[src/rtl/tickgen_pkg.sv]
// Shared constants, types and helpers for the multi-channel tick generator.
package tickgen_pkg;

    localparam int TG_CNT_W       = 32;
    localparam int TG_DEFAULT_DIV = 100_000_000;

    typedef enum logic {
        PULSE,
        LEVEL
    } tickgen_mode_t;

    // A divisor of 0 behaves like 1: tick every cycle.
    function automatic logic [63:0] eff_div(input logic [63:0] d);
        return (d == 64'd0) ? 64'd1 : d;
    endfunction

endpackage

[src/rtl/tick_generator_multi_channel.sv]
// One tick channel: counter, shadow divisor with pending flag, Tick/Level.
module tick_channel
    import tickgen_pkg::*;
#(
    parameter int CNT_W       = TG_CNT_W,
    parameter int DEFAULT_DIV = TG_DEFAULT_DIV
) (
    input  logic             Clock,
    input  logic             Reset,
    input  logic             i_en,
    input  logic             i_step,
    input  logic             i_sync,
    input  logic             i_wr,
    input  logic [CNT_W-1:0] i_div,
    output logic             o_tick,
    output logic             o_level,
    output logic [CNT_W-1:0] o_div
);

    logic [CNT_W-1:0] r_cnt;
    logic [CNT_W-1:0] r_div;
    logic [CNT_W-1:0] r_shadow;
    logic             r_pend;
    logic             r_tick;
    logic             r_level;

    logic [CNT_W-1:0] w_d;
    logic             w_wrap;
    logic             w_load;

    assign w_d    = CNT_W'(eff_div(64'(r_div)));
    assign w_wrap = i_en && (r_cnt == w_d - CNT_W'(1));
    // New divisors only land on a period boundary, or whenever idle.
    assign w_load = r_pend && (i_sync || !i_en || w_wrap);

    always_ff @(posedge Clock or posedge Reset) begin
        if (Reset) begin
            r_cnt    <= '0;
            r_div    <= CNT_W'(DEFAULT_DIV);
            r_shadow <= CNT_W'(DEFAULT_DIV);
            r_pend   <= 1'b0;
            r_tick   <= 1'b0;
            r_level  <= 1'b0;
        end else begin
            if (w_load) begin
                r_div  <= r_shadow;
                r_pend <= 1'b0;
            end
            // A write on the load edge is kept for the following boundary.
            if (i_wr) begin
                r_shadow <= i_div;
                r_pend   <= 1'b1;
            end
            if (i_sync) begin
                r_cnt  <= '0;
                r_tick <= 1'b0;
            end else if (i_en) begin
                if (w_wrap) begin
                    r_cnt   <= '0;
                    r_tick  <= 1'b1;
                    r_level <= ~r_level;
                end else begin
                    r_cnt  <= r_cnt + CNT_W'(1);
                    r_tick <= 1'b0;
                end
            end else begin
                r_cnt  <= '0;
                r_tick <= i_step;
                if (i_step) begin
                    r_level <= ~r_level;
                end
            end
        end
    end

    assign o_tick  = r_tick;
    assign o_level = r_level;
    assign o_div   = r_div;

endmodule

[src/rtl/tick_generator_multi.sv]
// Multi-channel programmable tick generator; TICKGEN_SYNC_EN adds SyncStart
// to phase-align all channels.
module tick_generator_multi
    import tickgen_pkg::*;
#(
    parameter int NUM_CH      = 4,
    parameter int CNT_W       = TG_CNT_W,
    parameter int DEFAULT_DIV = TG_DEFAULT_DIV,
    localparam int CH_W       = (NUM_CH > 1) ? $clog2(NUM_CH) : 1
) (
    input  logic                    Clock,
    input  logic                    Reset,
    input  logic [NUM_CH-1:0]       Enable,
    input  logic [NUM_CH-1:0]       Step,
`ifdef TICKGEN_SYNC_EN
    input  logic                    SyncStart,
`endif
    input  logic                    CfgWrite,
    input  logic [CH_W-1:0]         CfgChannel,
    input  logic [CNT_W-1:0]        CfgDivisor,
    output logic [NUM_CH-1:0]       Tick,
    output logic [NUM_CH-1:0]       Level,
    output logic [NUM_CH*CNT_W-1:0] DivActive
);

    logic w_sync;

`ifdef TICKGEN_SYNC_EN
    assign w_sync = SyncStart;
`else
    assign w_sync = 1'b0;
`endif

    for (genvar g = 0; g < NUM_CH; g++) begin : g_ch
        logic w_wr;

        // Out-of-range channel numbers match no instance and are dropped.
        assign w_wr = CfgWrite && (CfgChannel == CH_W'(g));

        tick_channel #(
            .CNT_W      (CNT_W),
            .DEFAULT_DIV(DEFAULT_DIV)
        ) u_ch (
            .Clock  (Clock),
            .Reset  (Reset),
            .i_en   (Enable[g]),
            .i_step (Step[g]),
            .i_sync (w_sync),
            .i_wr   (w_wr),
            .i_div  (CfgDivisor),
            .o_tick (Tick[g]),
            .o_level(Level[g]),
            .o_div  (DivActive[g*CNT_W +: CNT_W])
        );
    end

endmodule

[config.mk]
export PLATFORM = sky130hd
export DESIGN_NAME = tick_generator_multi
export DESIGN_NICKNAME = d
export VERILOG_FILES = /design/src/rtl/tickgen_pkg.sv /design/src/rtl/tick_generator_multi_channel.sv /design/src/rtl/tick_generator_multi.sv
export SDC_FILE = /design/constraint.sdc
export NUM_CORES = 1
export LEC_CHECK = 0
export CORE_ASPECT_RATIO = 0.6
export CORE_MARGIN = 2
export CORE_UTILIZATION = 38
export CTS_CLUSTER_DIAMETER = 100
export DETAILED_ROUTE_END_ITERATION = 6
export PLACE_DENSITY = 0.66
export SLEW_MARGIN = 5
export SYNTH_ARGS = -nofsm -noshare
export SYNTH_HDL_FRONTEND = slang
export SYNTH_SLANG_ARGS = --single-unit
[constraint.sdc]
create_clock -name Clock -period 13.45 [get_ports Clock]
set_input_delay 3.3625 -clock Clock [delete_from_list [all_inputs] [get_ports Clock]]
set_output_delay 3.3625 -clock Clock [all_outputs]
set_load 0.1 [all_outputs]
==> impl_metrics.toml <==
[status]
status = "complete, no violations"

[timing]
slew_headroom_pct = 18.8
setup_viol = 0
hold_viol = 0
maxSlewViolCount = 0
finalSetupTns_ns = 0
clock_skew_ns = 0.0222
worst_slew_pin_slew_ns = 1.22
min_period_ns = 6.07
fmax_ghz = 0.165
rsz0062_at_grt = "no"
fin_crit_sh_pct = 45.1

[grt]
grt_overflow = 0
grt_max_degree = 179
antenna_found_initial = 12
first_global_vias = 16068
grt_pass1_wl_mm = 98.8
track_usage_pct = 21.6

[floorplanning]
row_count = 67
die_w_um = 311
ioPinCount = 181
fp.dieArea_um2 = 58700
fp.dieH_um = 188
initial_utilization_pct = 38.5
core-area_um2 = 55900

[finish]
nFillCells = 5221
area_growth_pct = 18.3
drive_above_1_share_pct = 20.0
most-common-layout-cells = "dfrtp_1 (300), nor2_1 (211), mux2_2 (195), clkdlybuf4s50_1 (180), xnor2_1 (135)"
mostFrequentLayoutCell = "dfrtp_1"
utilization_pct = 45.6
nNetsFinal = 2231

[power]
ir_worst_vdd_mv = 0.198
leakagePower_uw = 0.0100
power_uw = 5590
cellPowerDensity_nw_per_um2 = 219

[drt]
vias = 16644
first_iter_violations = 1571
wirelength_mm = 64.1
wl_per_cell_um = 21.6
viasPerCell = 5.60
firstDrtPassIters = 5
route.detailed.drc = 0
final_antenna_net_count = 0

[critical_path]
ff2ff_setup_slack_ns = 7.38
worstPathRequired_ns = 13.86
crit_buf_inv = 2
slowest_stage = "nand2_2"
crit_family = "simple AND/OR/NAND/NOR gates"
critPathMaxFanout = 34
endpoint_kind = "register"
cp-startpoint = "g_ch[2].u_ch.o_div[19]"
arrival_ns = 6.48
criticalPathCategory = "reg2reg"
r2r_start = "g_ch[2].u_ch.o_div[19]"
crit_path_cell_trace = "or4_1 > or4_1 > nor3_2 > nor2_1 > ha_1 > nor4b_1 > buf_4 > and3_1 > nand2_1 > mux2_1 > a2111oi_0 > nand4_1 > o41ai_4 > buf_4 > nand2_2 > mux2_4"
slowest_delay_ns = 0.69
cp-start-kind = "register"

[place]
io_buffers = 180
gp_congestion = 0.932
dp.final_hpwl_mm = 48.0

[cts]
clkLatencyLatePin_ns = 0.55
clk_pin_slew_ns = 0.06
clock-root-buffer = "clkbuf_16"
cts_resized = 0
post_cts_buffers = 0
clock-sinks = 396
cts_buffers = 39
h-tree-depth = 2
cts_tree = "yes"
cts_buffer_depth = 3
hold_buffers = 0

[yosys]
synth_ff_type = "dfrtp_1"
yosysSeqAreaShare_pct = 46.6
syn_area_um2 = 21500
synth.distinct_cells = 85
synth-async-reset-ratio_pct = 100
syn_avg_cell_area_um2 = 10.6
ys_seq_elements = 396
synth_nets = 2081
synthCells = 2028
yosysWarnings = 0
synth_edf_count = 0

[hold_path]
hold_class = "reg2reg"
min_from = "g_ch[0].u_ch.o_level"

[run]
drv_cap = 0
## flip-flops by register name (all words and copies together) (netlist names)
name / flops
g_ch.u_ch.o_div: 128
g_ch.u_ch.o_level: 4
g_ch.u_ch.o_tick: 4
g_ch.u_ch.r_cnt: 128
g_ch.u_ch.r_pend: 4
g_ch.u_ch.r_shadow: 128
## kinds of logic after synthesis
| kind of cell | Yosys count | synth area share [%] |
|---|---|---|
| AO/OA/AOI/OAI | 208 | 6.99 |
| XOR/XNOR | 263 | 10.7 |
| flip-flops | 396 | 46.6 |
| buffers and inverters | 129 | 2.56 |
| multiplexers | 268 | 14.5 |
| adder cells (fa/ha/maj) | 8 | 0.465 |
| AND/OR/NAND/NOR | 756 | 18.2 |
## layer usage
layer | part of all wire (%) | track usage [%]
met5 | 0.019 | 0
met4 | 1.3 | 3.20
met3 | 9.0 | 5.97
met2 | 41 | 30.3
met1 | 49 | 33.4
## cell usage after synthesis, drive strengths merged, types with 39 or more instances
| cell | number | area share (%) |
|---|---|---|
| dfrtp | 300 | 35 |
| mux2 | 258 | 14 |
| nor2 | 211 | 3.7 |
| xnor2 | 135 | 5.5 |
| xor2 | 128 | 5.2 |
| nand2 | 97 | 1.7 |
| dfstp | 96 | 12 |
| nand3 | 82 | 1.9 |
| nor3 | 72 | 1.7 |
| clkbuf | 69 | 1.2 |
| nor4 | 50 | 1.5 |
| nand4 | 45 | 1.3 |
| a21oi | 39 | 0.91 |
## final timing paths
path,end,cells past startpoint
hold / removal,g_ch[0].u_ch.o_level,1
max in group asynchronous,g_ch[3].u_ch.r_cnt[23],4
setup / recovery,g_ch[2].u_ch.o_div[4],16
hold reg to reg,g_ch[0].u_ch.o_level,1
min in group asynchronous,g_ch[1].u_ch.o_div[1],2
setup reg to reg,g_ch[2].u_ch.o_div[4],16
## power breakdown
part	total [µW]	internal, µW	switching (µW)
sequential	1910	1490	427
clock	1180	696	483
combinational	2500	739	1760
total	5590	2920	2670
## through the flow
step	setup slack (ns)	hold slack [ns]	instance area (µm²)	std cells
after floorplan	4.84	0.443	21500	2028
after global placement	7.13	0.460	24100	2896
after detailed placement	7.04	0.456	24100	2896
after CTS	7.43	0.469	25500	2967
after global routing	7.02	0.492	25500	2967
final	7.38	0.464	25500	2970
## area by class of cell
cell class,instances,area [µm²],share of cell area [%]
sequential,396,10000,39.4
multi-input combinational,1503,11000,43.1
inverter,36,139,0.545
antenna,3,7.51,0.0295
timing repair buffer,202,1980,7.77
clock buffer,54,1140,4.49
tap,759,950,3.73
clock inverter,17,234,0.918
(Power assumes the default switching activity.)
